--- src/rtl/br_write_arbiter.sv ---
// Round-robin arbiter sharing the register bank's single write port between
// the ALU writeback path (A) and the load return path (B).
module br_write_arbiter #(
    parameter int AW           = 5,
    parameter int DWID         = 32,
    parameter int ZERO_PROTECT = 1,
    parameter int CNT_W        = 16
) (
    input  logic             clk,
    input  logic             rst_n,
    input  logic             stall,
    input  logic             a_valid,
    input  logic [AW-1:0]    a_addr,
    input  logic [DWID-1:0]  a_data,
    output logic             a_ready,
    input  logic             b_valid,
    input  logic [AW-1:0]    b_addr,
    input  logic [DWID-1:0]  b_data,
    output logic             b_ready,
    output logic [AW-1:0]    WR,
    output logic [DWID-1:0]  DW,
    output logic             RegEn,
    output logic [CNT_W-1:0] wr_count,
    output logic             last_b
);

    logic            grant_a;
    logic            grant_b;
    logic            xfer;
    logic [AW-1:0]   sel_addr;
    logic [DWID-1:0] sel_data;
    logic            zero_hit;
    logic            commit;

    // On a tie the side that did not win last time is granted.
    always_comb begin
        grant_a = 1'b0;
        grant_b = 1'b0;
        if (rst_n && !stall) begin
            grant_a = a_valid && (!b_valid || last_b);
            grant_b = b_valid && (!a_valid || !last_b);
        end
    end

    assign a_ready = grant_a;
    assign b_ready = grant_b;
    assign xfer    = grant_a || grant_b;

    always_comb begin
        sel_addr = a_addr;
        sel_data = a_data;
        if (grant_b) begin
            sel_addr = b_addr;
            sel_data = b_data;
        end
    end

    assign zero_hit = (ZERO_PROTECT != 0) && (sel_addr == '0);
    assign commit   = xfer && !zero_hit;

    // wr_count advances together with the RegEn it counts, so it already
    // includes the pulse currently on the bank port.
    always_ff @(posedge clk) begin
        if (!rst_n) begin
            WR       <= '0;
            DW       <= '0;
            RegEn    <= 1'b0;
            wr_count <= '0;
            last_b   <= 1'b1;
        end else begin
            RegEn <= commit;
            if (xfer) begin
                WR     <= sel_addr;
                DW     <= sel_data;
                last_b <= grant_b;
            end
            if (commit && (wr_count != '1)) begin
                wr_count <= wr_count + 1'b1;
            end
        end
    end

endmodule

--- config.mk ---
export PLATFORM = sky130hd
export DESIGN_NAME = br_write_arbiter
export DESIGN_NICKNAME = d
export VERILOG_FILES = /design/src/rtl/br_write_arbiter.sv
export SDC_FILE = /design/constraint.sdc
export NUM_CORES = 1
export LEC_CHECK = 0
export CAP_MARGIN = 0
export CELL_PAD_IN_SITES_DETAIL_PLACEMENT = 0
export CELL_PAD_IN_SITES_GLOBAL_PLACEMENT = 1
export CORE_MARGIN = 2
export CORE_UTILIZATION = 28
export DETAILED_ROUTE_END_ITERATION = 6
export PLACE_DENSITY = 0.88
export SLEW_MARGIN = 40
export SYNTH_ARGS = -nofsm -noshare
export SYNTH_HDL_FRONTEND = slang
export SYNTH_SLANG_ARGS = --single-unit
--- constraint.sdc ---
create_clock -name clk -period 2.55 [get_ports clk]
set_input_delay 0.51 -clock clk [delete_from_list [all_inputs] [get_ports clk]]
set_output_delay 0.51 -clock clk [all_outputs]
set_load 0.05 [all_outputs]
==> results.toml, run 1 <==
[run_status]
outcome = "finished, final reports clean"

[timing]
skew_ns = 0.00701
worstMarginPinSlew_ns = 0.563
max_freq_ghz = 0.426
finalHoldViolCount = 0
setup_viol = 0
rsz0062_at_grt = "false"
relSlewSlack_pct = 62.3
period_needed_ns = 2.35
timing.setup.tns_ns = 0
final_max_slew_viol_count = 0
post-route-period-util_pct = 92.0

[clock_network]
cts_resized = 0
post-cts-setup-buffers = 0
insertion_delay_ns = 0.31
cts_tree = "built"
cts_max_level = 2
ctsRootBufferMaster = "clkbuf_8"
clock_path_buffers = 2
hold_buffers = 0
path_clk_slew_ns = 0.10
clock_sinks = 55
numCtsBuffers = 5

[placed_design]
portBuffers = 135
dp_hpwl_mm = 5.66
dpl_cell_area_sq_um = 4120
globalplace.congestion = 0.764
dp_cells = 511

[synth]
synth_top_area_share_pct = 42.2
ys_ff_latch = 55
synthAdderAreaFrac_pct = 0.479
synth_area_leader_cell = "dfxtp_1"
ys_types = 45
synth_area_leaders = "dfxtp_1 42%, mux2i_1 16%, a211oi_1 11%"
synth-simple-area-share_pct = 18.3
synthMuxAreaShare_pct = 15.7
synth_xor_area_share_pct = 0
ys_seq_area_share_pct = 42.2
synth-edff-count = 0
avgSynthCellArea_sq_um = 9.42
synthFlopType = "dfxtp_1"
synth_top_family_by_area = "compound AO/OA/AOI/OAI gates"
synth_compound_area_share_pct = 18.5
netlist_area_sq_um = 2610
synthArstFlopShare_pct = 0
syn_nets = 357
synth_warnings = 0
syn_inst = 277

[final_layout]
final_util_pct = 46.5
final_nets = 487
drive_above_1_share_pct = 7.11
fin_area_sq_um = 4260
instances_no_fill = 519
area_growth_pct = 63.0
diodes = 0

[critical_path]
critical_path_class = "input port to output pin"
cp_common_cell = "buf_12"
cp_slowest_stage_delay_ns = 0.54
cp_top_family = "buffers and inverters"
required_ns = 2.04
endpoint_kind = "output pin"
path_cells = "clkdlybuf4s50_1 > nand2_1 > nand3_2 > buf_12 > inv_1 > buf_12"
critPathBufInv = 4
worstSetupStartpointType = "input port"
arrival_ns = 1.84
critPathMaxFanout = 38
cpMaxStageDelayCell = "clkdlybuf4s50_1"

[die]
num_rows = 35
fp.dieW_um = 101
start_util_pct = 28.5
dieArea_sq_um = 10100
chipHeight_um = 101
io_pins = 136
core_area_sq_um = 9150

[power]
power.density_nw_per_um2 = 502
power.total_mw = 2.13
peakVddDrop_mv = 0.235
p_leak_nw = 1.68

[grt]
grtUsageTotal_pct = 14.1
grt_pass1_wl_mm = 11.5
grt_antenna_before_repair = 0
grt_start_max_net_pins = 47
grt-ovfl-total = 0
grt_pass1_vias = 2450

[drt]
first_pass_iters = 4
routed_wl_mm = 7.30
wl_per_cell_um = 14.1
drc = 0
drt.antenna.violating_nets = 0
via_count = 2547
vias_per_cell = 4.91
drt_iter0_markers = 45

[hold_path]
hold_path.class = "flop to flop"

[flow_run]
cap_violations = 0
-- kinds of logic (layout without fill, tap and decap cells) --
kind of cell,Yosys count,after routing
flops,55,55
simple gates,90,90
compound gates,65,65
fa+ha+maj,1,1
buf+inv,25,156
mux,41,41
-- synth_stat cells (4+ instances only) --
cell type and instances:
buf_2 5, o31ai_1 5, nand2_1 12, a21oi_1 9
nand3_1 8, or4_1 5, mux2i_1 41, dfxtp_1 55
buf_1 5, nor2_1 41, o41ai_1 4, a211oi_1 37
clkbuf_1 9
-- state kept, by name, summed over array words and instances, names as in the netlist --
register  cells
RegEn         1
WR            5
DW           32
wr_count     16
last_b        1
-- worst reg2reg max path, stage by stage, from the launching register on --
cell and delay, ns:
dfxtp_1 0.45, ha_1 0.21, nand3_1 0.17, or3b_2 0.57
nor2_2 0.43, o311ai_0 0.20, o41ai_1 0.09
-- path summary, 6_finish.rpt --
check	from	end	slack, ns	depth (start not counted)
setup / recovery	a_valid	b_ready	0.20	6
hold / removal	WR[4]$_SDFFE_PN0P_	WR[4]$_SDFFE_PN0P_	0.50	2
hold reg to reg	WR[4]$_SDFFE_PN0P_	WR[4]$_SDFFE_PN0P_	0.50	2
setup reg to reg	wr_count[0]$_SDFFE_PN0P_	wr_count[3]$_SDFFE_PN0P_	0.35	6
-- placed cells by master (no fill, tap or decap), types with 2 or more instances in the layout --
master           count
mux2i_1             41
or4_1                5
inv_1                3
buf_4                6
nor2_1              41
buf_12               5
nor3_1               2
nand2b_1             3
o311ai_0             2
nand2_1             12
nand3_1              7
bufinv_16            2
dfxtp_1             55
clkdlybuf4s50_1    133
and4_1               3
o21ai_0              2
o41ai_1              4
o31ai_1              5
clkbuf_8             5
a21oi_1              9
a211oi_1            37
-- report_power, final --
part	total, mW	switching [mW]	internal [mW]	leakage, nW
clock	0.680	0.287	0.393	0.0654
combinational	0.529	0.282	0.247	1.16
sequential	0.926	0.0247	0.901	0.450
-- per-stage QoR --
stage	hold WS, ns	setup slack, ns
floorplan	0.649	0.246
global placement	0.485	0.0304
detailed placement	0.493	-0.0298
CTS	0.506	0.184
global route	0.529	0.110
finish	0.503	0.205
-- cell type report --
| type | instances | area (sq um) |
|---|---|---|
| fill | 896 | 4900 |
| timing repair buffer | 144 | 1480 |
| multi-input combinational | 197 | 1390 |
| sequential | 55 | 1100 |
| tap | 111 | 139 |
| clock buffer | 6 | 72.6 |
| clock inverter | 2 | 60.1 |
| inverter | 4 | 17.5 |
-- metal layers --
layer	GRT usage [%]	vias to the layer above	part of all wire [%]
met4	4.43	0	1.1
met3	3.95	5	6.6
met2	24.6	87	51
li1	-	1296	-
met1	16.7	1159	42
met5	0	-	0
No activity file was read; power rests on OpenSTA's default activity.
==> run 2, diff against run 1 <==
--- a/config.mk
+++ b/config.mk
@@ -5,13 +5,15 @@
 export SDC_FILE = /design/constraint.sdc
 export NUM_CORES = 1
 export LEC_CHECK = 0
+export ABC_AREA = 1
 export CAP_MARGIN = 0
 export CELL_PAD_IN_SITES_DETAIL_PLACEMENT = 0
 export CELL_PAD_IN_SITES_GLOBAL_PLACEMENT = 1
 export CORE_MARGIN = 2
-export CORE_UTILIZATION = 28
+export CORE_UTILIZATION = 25
+export CTS_CLUSTER_SIZE = 28
 export DETAILED_ROUTE_END_ITERATION = 6
-export PLACE_DENSITY = 0.88
+export PLACE_DENSITY = 0.85
 export SLEW_MARGIN = 40
 export SYNTH_ARGS = -nofsm -noshare
 export SYNTH_HDL_FRONTEND = slang
==> constraint.sdc (replaced) <==
create_clock -name clk -period 1.9 [get_ports clk]
set_input_delay 0.38 -clock clk [delete_from_list [all_inputs] [get_ports clk]]
set_output_delay 0.38 -clock clk [all_outputs]
set_load 0.05 [all_outputs]
==> results.toml, run 2 <==
[timing]
period_needed_ns = 1.85
finalHoldViolCount = 0
relSlewSlack_pct = 59.5
whs_ns = 0.502
final_max_slew_viol_count = 0
rsz0062_at_grt = "false"
max_freq_ghz = 0.541
worstMarginPinSlew_ns = 0.607
post-route-period-util_pct = 97.4
fin_ws_ns = 0.0500
skew_ns = 0.00480
setup_viol = 0

[power]
power.density_nw_per_um2 = 649
peakVddDrop_mv = 0.381
p_leak_nw = 2.30

[synth]
synth_warnings = 0
syn_inst = 459
ys_ff_latch = 55
yosys.cell_count.top_type = "nor2_1"
avgSynthCellArea_sq_um = 6.57
synthArstFlopShare_pct = 0
synth_area_leaders = "dfxtp_1 37%, nor2_1 12%, inv_1 11%"
synth_area_leader_cell = "dfxtp_1"
ys_types = 26
synth-edff-count = 0
syn_nets = 539
synth_top_area_share_pct = 36.5
ys_seq_area_share_pct = 36.5
synthTopCellsByCount = "97 x nor2_1, 88 x inv_1, 64 x nand2_1"
synthFlopType = "dfxtp_1"
netlist_area_sq_um = 3010

[die]
num_rows = 40
dieArea_sq_um = 13000
core_area_sq_um = 11900
start_util_pct = 25.3
io_pins = 136
chipHeight_um = 114
fp.dieW_um = 114

[grt]
grt_pass1_vias = 3185
grt-ovfl-total = 0
grt_pass1_wl_mm = 15.0
grtUsageTotal_pct = 14.1
grt_start_max_net_pins = 57
grt_antenna_before_repair = 1

[run_status]
outcome = "finished, final reports clean"

[drt]
drt.antenna.violating_nets = 0
routed_wl_mm = 9.40
wl_per_cell_um = 12.5
drc = 0
first_pass_iters = 4
vias_per_cell = 4.43
via_count = 3325
drt_iter0_markers = 180

[final_layout]
instances_no_fill = 750
final_nets = 681
layout_common_cells = "104 x clkdlybuf4s50_1, 96 x nor2_1, 88 x inv_1"
drive_above_1_share_pct = 12.8
area_growth_pct = 60.8
nFillCells = 1262
reg_top3 = "DW (32), wr_count (16), WR (5)"
largest_register_ffs = 32
layout_commonest_cell = "clkdlybuf4s50_1"
largest-register = "DW"
fin_area_sq_um = 4850

[critical_path]
arrival_ns = 1.47
endpoint_kind = "output pin"
cp_top_family = "buffers and inverters"
cp_slowest_stage_delay_ns = 0.81
critical_path_class = "flop to output pin"
crit-reg2reg-capture = "wr_count[13]$_SDFFE_PN0P_"
worstSetupStartpointType = "flop"
path_cells = "clkdlybuf4s50_1"
cpMaxStageDelayCell = "clkdlybuf4s50_1"
regToRegSetupSlack_ns = 0.19
critPathMaxFanout = 2
r2r-start = "wr_count[1]$_SDFFE_PN0P_"
critPathBufInv = 1
reg2regPathDepth = 10
required_ns = 1.52

[placed_design]
dpl_cell_area_sq_um = 4550
dp_worst_setup_slack_ns = -0.324
globalplace.congestion = 0.729
dp_hpwl_mm = 6.69
portBuffers = 135
dp_cells = 737

[hold_path]
hold_path.class = "flop to flop"
hp-start = "DW[15]$_SDFFE_PN0P_"
hold_depth = 2
min_to = "DW[15]$_SDFFE_PN0P_"

[clock_network]
hold_buffers = 0
numCtsBuffers = 5
path_clk_slew_ns = 0.07
clock_path_buffers = 2
cts_tree = "built"
ctsRootBufferMaster = "clkbuf_16"
cts_max_level = 2
insertion_delay_ns = 0.30
clock_sinks = 55

[flow_run]
cap_violations = 0
[run 2: cell count changes in the layout (fill, tap and decap cells not counted), sizes merged, moves of 17 or more]
| cell | delta |
|---|---|
| clkdlybuf4s50 | -29 |
| nand4 | +17 |
| o21ai | +30 |
| buf | +41 |
| inv | +85 |
| mux2i | -41 |
| nand3 | +17 |
| nand2 | +53 |
| nor2 | +57 |
| o211ai | +37 |
| a211oi | -37 |
[run 2: final cells by class]
type	instances	area, sq um	share of cell area, %
clock buffer	5	125	2.58
clock inverter	3	47.5	0.981
tap	147	184	3.79
timing repair buffer	163	1610	33.2
inverter	88	330	6.81
antenna	1	2.50	0.0516
sequential	55	1100	22.8
multi-input combinational	288	1440	29.7
[run 2: power breakdown]
group	switching, mW	total [mW]	internal, mW
logic	0.453	0.806	0.352
clock network	0.455	1.09	0.630
registers	0.0385	1.26	1.22
[run 2: worst max-delay path by stage]
stage,start,to,cells after the start
4_1_cts,stall,a_ready,7
6_report,DW[11]$_SDFFE_PN0P_,DW[11],1
2_1_floorplan,wr_count[3]$_SDFFE_PN0P_,wr_count[11]$_SDFFE_PN0P_,9
5_1_grt,wr_count[7]$_SDFFE_PN0P_,wr_count[5]$_SDFFE_PN0P_,10
3_3_place_gp,b_valid,wr_count[0]$_SDFFE_PN0P_,11
3_5_place_dp,b_valid,wr_count[1]$_SDFFE_PN0P_,12
[run 2: repair_timing]
action | in CTS | in global routing
setup buffers | 1 | 0
endpoints found under the setup margin | 4 | 38
pin swaps | 2 | 4
gates cloned | 0 | 3
resized for setup | 3 | 11
[run 2: cell families (layout without fill, tap and decap cells)]
kind of cell	after synthesis	after routing	synth area share, %
DFF	55	55	36.5
xor gates and xnor gates	1	1	0.291
buffers and inverters	116	259	17.0
other	0	1	0
adders and majority gates	1	1	0.415
AOI/OAI and AO/OA	73	73	15.5
and+or+nand+nor	213	213	30.3
[run 2: through the flow]
stage / total power [mW] / setup TNS [ns] / utilization, %
2_1_floorplan: 1.73 / 0 / -
3_3_place_gp: 2.07 / -11.43 / 38.2
3_5_place_dp: 2.08 / -13.61 / 38.2
4_1_cts: 3.18 / 0 / 39.8
5_1_grt: 3.29 / 0 / 40.7
6_report: 3.15 / 0 / 40.7
[run 2: metal layers]
metal  vias up  GRT usage [%]  part of all wire (%)
met5         -              0                     0
met4         0           4.80                   1.7
met3        12           5.31                   8.2
met2        94           24.2                    48
met1      1481           16.2                    42
li1       1738              -                     -
==> run 3, diff against run 2 <==
--- a/config.mk
+++ b/config.mk
@@ -14,6 +14,7 @@
 export CTS_CLUSTER_SIZE = 28
 export DETAILED_ROUTE_END_ITERATION = 6
 export PLACE_DENSITY = 0.85
+export REMOVE_ABC_BUFFERS = 1
 export SLEW_MARGIN = 40
 export SYNTH_ARGS = -nofsm -noshare
 export SYNTH_HDL_FRONTEND = slang
==> results.toml, run 3 (same netlist as run 2, synthesis figures left out) <==
[run_status]
outcome = "finished, final reports clean"

[clock_network]
cts_max_level = 2
numCtsBuffers = 5
insertion_delay_ns = 0.30
cts_tree = "built"
clock_path_buffers = 2
path_clk_slew_ns = 0.07
ctsRootBufferMaster = "clkbuf_16"
hold_buffers = 0
clock_sinks = 55

[placed_design]
globalplace.congestion = 0.775
dpl_cell_area_sq_um = 4560
portBuffers = 135
dp_hpwl_mm = 6.59

[die]
dieArea_sq_um = 13000
fp.dieW_um = 114
num_rows = 40
core_area_sq_um = 11900
start_util_pct = 25.3
io_pins = 136
chipHeight_um = 114

[timing]
final_max_slew_viol_count = 0
max_freq_ghz = 0.539
relSlewSlack_pct = 64.7
worstMarginPinSlew_ns = 0.527
skew_ns = 0.00650
post-route-period-util_pct = 97.6
setup_viol = 0
finalHoldViolCount = 0
period_needed_ns = 1.85
whs_ns = 0.498

[flow_run]
cap_violations = 0

[drt]
routed_wl_mm = 9.12
via_count = 3362
drt_iter0_markers = 161
vias_per_cell = 4.46
wl_per_cell_um = 12.1
drt.antenna.violating_nets = 0
drc = 0
first_pass_iters = 4

[critical_path]
endpoint_kind = "output pin"
required_ns = 1.52
startpoint = "WR[0]$_SDFFE_PN0P_"
cp_top_family = "buffers and inverters"
cp_slowest_stage_delay_ns = 0.82
critPathMaxFanout = 2
critPathBufInv = 1
arrival_ns = 1.47
worstSetupStartpointType = "flop"
critical_path_class = "flop to output pin"
path_cells = "clkdlybuf4s50_1"
cpMaxStageDelayCell = "clkdlybuf4s50_1"
r2r-start = "last_b$_SDFFE_PN1P_"

[final_layout]
area_growth_pct = 61.5
drive_above_1_share_pct = 14.0
largest-register = "DW"
largest_register_ffs = 32
layout_commonest_cell = "clkdlybuf4s50_1"
final_util_pct = 40.9
diodes = 0
layout_common_cells = "100 x clkdlybuf4s50_1, 94 x nor2_1, 88 x inv_1"
final_nets = 685
reg_top3 = "DW (32), wr_count (16), WR (5)"
nFillCells = 1213
fin_area_sq_um = 4870

[grt]
grt_start_max_net_pins = 46
grt_pass1_wl_mm = 14.6
grt_pass1_vias = 3326
grt_antenna_before_repair = 0
grt-ovfl-total = 0
grtUsageTotal_pct = 13.8

[hold_path]
hold_path.class = "flop to flop"
hp-start = "DW[11]$_SDFFE_PN0P_"

[power]
p_leak_nw = 2.31
power.density_nw_per_um2 = 674
peakVddDrop_mv = 0.486
power.total_mw = 3.28
-- run 3: layer usage --
layer,GRT usage [%],part of all wire [%]
met1,16.0,43
met5,0,0
met2,24.0,48
met4,3.09,1.3
met3,5.74,8.2
-- run 3: worst paths after layout --
kind	endpoint	slack (ns)	cells past startpoint
worst max-delay path	WR[0]	0.05	1
worst min-delay path	DW[11]$_SDFFE_PN0P_	0.50	2
worst min register to register	DW[11]$_SDFFE_PN0P_	0.50	2
worst max register to register	wr_count[8]$_SDFFE_PN0P_	0.22	13
-- run 3: what timing repair did --
item	4_1_cts	5_1_grt
gates resized for setup	3	11
setup endpoints to repair	1	27
buffers inserted	3	0
pin swaps	1	4
gates cloned	0	2
-- run 3: area by class of cell --
type                       count  area, sq um  area share [%]
clock buffer                   5          125            2.57
clock inverter                 3         67.6            1.39
inverter                      88          330            6.79
multi-input combinational    288         1430            29.5
sequential                    55         1100            22.6
tap                          147          184            3.78
timing repair buffer         167         1630            33.4
-- run 3: through the flow --
stage	worst slack [ns]	setup TNS [ns]	cells
2_1_floorplan	-1.76	-90.46	431
3_3_place_gp	-0.198	-9.06	740
3_5_place_dp	-0.231	-10.37	740
4_1_cts	0.0311	0	751
5_1_grt	-0.00139	-0.00139	753
6_report	0.0452	0	753
-- run 3: tightest hold or removal path, stage by stage, from the launching register on --
cell and delay (ns):
dfxtp_1 0.33, o211ai_1 0.09, inv_1 0.05
-- run 3: where the power goes --
group	switching [mW]	internal, mW
Combinational	0.459	0.359
Clock	0.453	0.756
Sequential	0.0365	1.22
